==> src/rtl/fetch_unit.sv <==
// Program-counter and fetch stage in front of a one-cycle registered program memory.
// Tracks the word in flight through the memory and hands {instruction, pc, valid} to decode.
module fetch_unit #(
    parameter int                ADDR_W   = 8,
    parameter int                INSTR_W  = 8,
    parameter logic [ADDR_W-1:0] RESET_PC = '0
) (
    input  logic               clk,
    input  logic               reset,
    input  logic               start,
    input  logic               halt,
    input  logic               stall,
    input  logic               redirect,
    input  logic [ADDR_W-1:0]  redirect_target,
    output logic [ADDR_W-1:0]  mem_address,
    input  logic [INSTR_W-1:0] mem_instruction,
    output logic [INSTR_W-1:0] instr_out,
    output logic [ADDR_W-1:0]  instr_pc,
    output logic               instr_valid,
    output logic               running
);

    typedef enum logic {
        IDLE = 1'b0,
        RUN  = 1'b1
    } state_t;

    state_t             state_q, state_d;
    logic [ADDR_W-1:0]  pc_q, pc_d;
    logic               inflight_valid_q, inflight_valid_d;
    logic [ADDR_W-1:0]  inflight_pc_q, inflight_pc_d;
    logic [INSTR_W-1:0] instr_out_q, instr_out_d;
    logic [ADDR_W-1:0]  instr_pc_q, instr_pc_d;
    logic               instr_valid_q, instr_valid_d;
    logic               running_q, running_d;
    logic               fetch;

    // While decode is stalled the memory re-reads the word it has not yet handed over.
    assign mem_address = (stall && inflight_valid_q) ? inflight_pc_q : pc_q;

    always_comb begin
        state_d = state_q;
        case (state_q)
            IDLE:    if (start) state_d = RUN;
            RUN:     if (halt)  state_d = IDLE;
            default: state_d = IDLE;
        endcase
        running_d = (state_d == RUN);
    end

    always_comb begin
        pc_d             = pc_q;
        inflight_valid_d = inflight_valid_q;
        inflight_pc_d    = inflight_pc_q;
        instr_out_d      = instr_out_q;
        instr_pc_d       = instr_pc_q;
        instr_valid_d    = instr_valid_q;
        fetch            = (state_q == RUN) && !halt;

        if (redirect) begin
            pc_d             = redirect_target;
            inflight_valid_d = 1'b0;
            instr_valid_d    = 1'b0;
        end else if (!stall) begin
            if (fetch) begin
                pc_d             = pc_q + ADDR_W'(1);
                inflight_pc_d    = pc_q;
                inflight_valid_d = 1'b1;
            end else begin
                inflight_valid_d = 1'b0;
            end
            // Drain the in-flight word even when no new fetch is issued; the memory
            // output is meaningless unless a fetch was actually in flight.
            instr_valid_d = inflight_valid_q;
            if (inflight_valid_q) begin
                instr_out_d = mem_instruction;
                instr_pc_d  = inflight_pc_q;
            end
        end
    end

    always_ff @(posedge clk or posedge reset) begin
        if (reset) begin
            state_q          <= IDLE;
            pc_q             <= RESET_PC;
            inflight_valid_q <= 1'b0;
            inflight_pc_q    <= '0;
            instr_out_q      <= '0;
            instr_pc_q       <= '0;
            instr_valid_q    <= 1'b0;
            running_q        <= 1'b0;
        end else begin
            state_q          <= state_d;
            pc_q             <= pc_d;
            inflight_valid_q <= inflight_valid_d;
            inflight_pc_q    <= inflight_pc_d;
            instr_out_q      <= instr_out_d;
            instr_pc_q       <= instr_pc_d;
            instr_valid_q    <= instr_valid_d;
            running_q        <= running_d;
        end
    end

    assign instr_out   = instr_out_q;
    assign instr_pc    = instr_pc_q;
    assign instr_valid = instr_valid_q;
    assign running     = running_q;

endmodule

==> config.mk <==
export PLATFORM = sky130hd
export DESIGN_NAME = fetch_unit
export DESIGN_NICKNAME = d
export VERILOG_FILES = /design/src/rtl/fetch_unit.sv
export SDC_FILE = /design/constraint.sdc
export NUM_CORES = 1
export LEC_CHECK = 0
export CORE_MARGIN = 2
export CORE_UTILIZATION = 35
export DETAILED_ROUTE_END_ITERATION = 10
export PLACE_DENSITY_LB_ADDON = 0.15
export SLEW_MARGIN = 15
export SYNTH_ARGS = -nofsm -noshare
export SYNTH_HDL_FRONTEND = slang
export SYNTH_SLANG_ARGS = --single-unit
==> constraint.sdc <==
create_clock -name clk -period 3 [get_ports clk]
set_input_delay 0.6 -clock clk [delete_from_list [all_inputs] [get_ports clk]]
set_output_delay 0.6 -clock clk [all_outputs]
set_load 0.01 [all_outputs]
==> flow_summary.yaml <==
critical_path:
  reg2reg_to: "pc_q[5]"
  arrival_ns: 2.23
  path_depth: 4
  worstSetupPathType: "input port to output port"
  crit_required_ns: 2.40
  cp_common_cell: "clkdlybuf4s50_1"
  crit_path_top_delay_cell: "clkdlybuf4s50_1"
  cpPeakStageDelay_ns: 0.49
  path_cells: "clkdlybuf4s50_1, nand2_1, mux2_2, clkdlybuf4s50_1"
  crit_buf_inv: 2
  worstSetupStartpointType: "input port"
  critPathMaxFanout: 9
  ff2ff_setup_slack_ns: 1.29
  r2r_cells: 3
  r2r-start: "running"
  cp-end-kind: "output port"
  critPathTopFamily: "buffers and inverters"
cells_and_area:
  fin_cells: 230
  diodes: 0
  final_util_pct: 50.63
  syn_to_final_growth_pct: 38.27
  final_nets: 201
  drive_gt1_share_pct: 25.28
place:
  dpl.cell_count: 223
  dp_hpwl_mm: 2.559
  place.gp.congestion: 0.8447
  numPortBuffers: 47
power_and_ir_drop:
  leakagePower_nw: 0.9548
  p_per_area_nw_per_um2: 634.5
  ir_drop_uv: 297.2
logic_synthesis:
  synth_seq_area_share_pct: 54.56
  synthTopCellsByArea: "dfrtp_1, mux2_2, nand3_1"
  synth_mux_area_share_pct: 23.69
  synth.avg_cell_area_um2: 12.74
  yosysTopAreaCell: "dfrtp_1"
  synth_top_family_by_area: "multiplexers"
  synth.top_cell.area_share_pct: 54.56
  synth_warnings: 0
  synth_compound_area_share_pct: 4.599
  synthesis.instances: 126
  syn-num-nets: 149
  synth_area_um2: 1605
  synthArstFlopShare_pct: 100.0
  yosys.area_share.xor_xnor_pct: 1.091
  synthTopCellsByCount: "dfrtp_1, mux2_2, nand2_1, nand3_1"
  ys_types: 32
  synthSimpleGateAreaFrac_pct: 11.93
  synth_edf_count: 0
  synthAdderAreaFrac_pct: 0.7794
  ys_seq_elements: 35
  yosysMostFrequentCell: "dfrtp_1"
  synthFlopType: "dfrtp_1"
die:
  die_area_um2: 5144
  initial_utilization_pct: 36.62
  num_rows: 24
  core_region_area_um2: 4384
  dieWidth_um: 71.73
  ioPinCount: 48
  fp.dieH_um: 71.73
drt:
  drt-total-wl_mm: 3.581
  vias: 1173
  top_layer: "met4"
  ant_nets: 0
  drc: 0
  first_iter_violations: 100
  wl_met1_mm: 1.464
  vias_per_cell: 5.100
  drt_pass1_iterations: 4
  wl_met2_mm: 1.842
  route.met3.wl_um: 238
  avgRoutedWirePerCell_um: 15.57
cts:
  clock-sinks: 35
  insertion_delay_ns: 0.28
  clock-root-buffer: "clkbuf_8"
  cts_tree: "built"
  clk_path_buf_depth: 2
  numCtsBuffers: 5
  htreeDepth: 2
  cts.repair.resized: 0
  post_cts_buffers: 0
  ctsHoldBuffers: 0
  clk_pin_slew_ns: 0.07
hold_path:
  min_to: "instr_out[0]"
  worstHoldStart: "instr_out[0]"
  hp-class: "flip-flop to flip-flop"
  whs_path_depth: 1
sta:
  max_freq_ghz: 0.3529
  worstMarginPinSlew_ns: 0.7076
  setup_viol: 0
  maxSlewViolCount: 0
  hold_viol: 0
  relSlewSlack_pct: 52.57
  setup_tns_ns: 0
  clock_skew_ns: 0.002775
  grt_setup_unrepaired: "no"
  fin_crit_ns: 2.834
  period_share_pct: 94.47
grt:
  grt_start_max_net_pins: 36
  grt_pass1_wl_mm: 6.210
  grt_pass1_vias: 1287
  grt-ovfl-total: 0
  grt_usage_pct: 15.64
  antenna_found_initial: 0
status:
  status: "finished, final reports clean"
run:
  drv_cap: 0
## metal layers
layer / track usage, % / vias to the layer above
li1: - / 553
met4: 4.612 / 0
met3: 5.907 / 4
met2: 25.93 / 39
met5: 0 / -
met1: 19.01 / 577
## cell families after synthesis
group	count (synthesis)
AOI/OAI and AO/OA	12
adders and majority gates	1
xor gates and xnor gates	2
DFF	35
buffers and inverters	10
muxes	34
and+or+nand+nor	32
## worst reg2reg max path: stages (launching register included)
cell	delay [ns]
dfrtp_1	0.39
or3b_1	0.53
or4_1	0.54
a31oi_1	0.18
## layout by cell type, fill, tap and decap left out, types with 4 or more instances in the layout
master / synthesis / routed
nor2_1: 5 / 5
dfrtp_1: 35 / 35
o21ai_0: 5 / 5
buf_4: 0 / 4
inv_1: 4 / 4
nand2_1: 7 / 7
nand3_1: 6 / 6
clkdlybuf4s50_1: 0 / 47
clkbuf_8: 0 / 6
mux2_2: 32 / 32
## sequential cells by signal, summed over array words and instances (netlist names)
register          count
inflight_pc_q         8
instr_out             8
instr_pc              8
pc_q                  8
inflight_valid_q      1
instr_valid           1
running               1
## worst max path at each step
stage	startpoint	end	slack (ns)
6_report	stall	mem_address[0]	0.17
5_1_grt	stall	mem_address[0]	0.07
4_1_cts	stall	mem_address[0]	0.12
3_5_place_dp	stall	mem_address[0]	0.13
3_3_place_gp	stall	mem_address[1]	0.13
2_1_floorplan	stall	mem_address[0]	1.08
## cell type report
class                      count  area (µm²)
fill                         398        2165
inverter                       4       15.01
clock inverter                 1       5.005
multi-input combinational     81       675.6
tap                           52       65.06
sequential                    35       875.8
timing repair buffer          51       500.5
clock buffer                   6       82.58
## through the flow
stage          hold WS (ns)  setup slack, ns  cell area [µm²]  power (mW)
6_report             0.5087           0.1659             2220       1.408
5_1_grt              0.5301          0.07370             2220       1.508
4_1_cts              0.5131           0.1240             2220       1.432
3_5_place_dp         0.4998           0.1306             2132       1.088
3_3_place_gp         0.4899           0.1322             2132       1.070
2_1_floorplan        0.4936            1.075             1605      0.8515
## report_power, final
| group | switching [mW] | internal (mW) |
|---|---|---|
| combinational | 0.139 | 0.262 |
| clock | 0.156 | 0.180 |
| sequential | 0.0817 | 0.589 |
| total | 0.377 | 1.03 |
No activity file was read; power rests on OpenSTA's default activity.
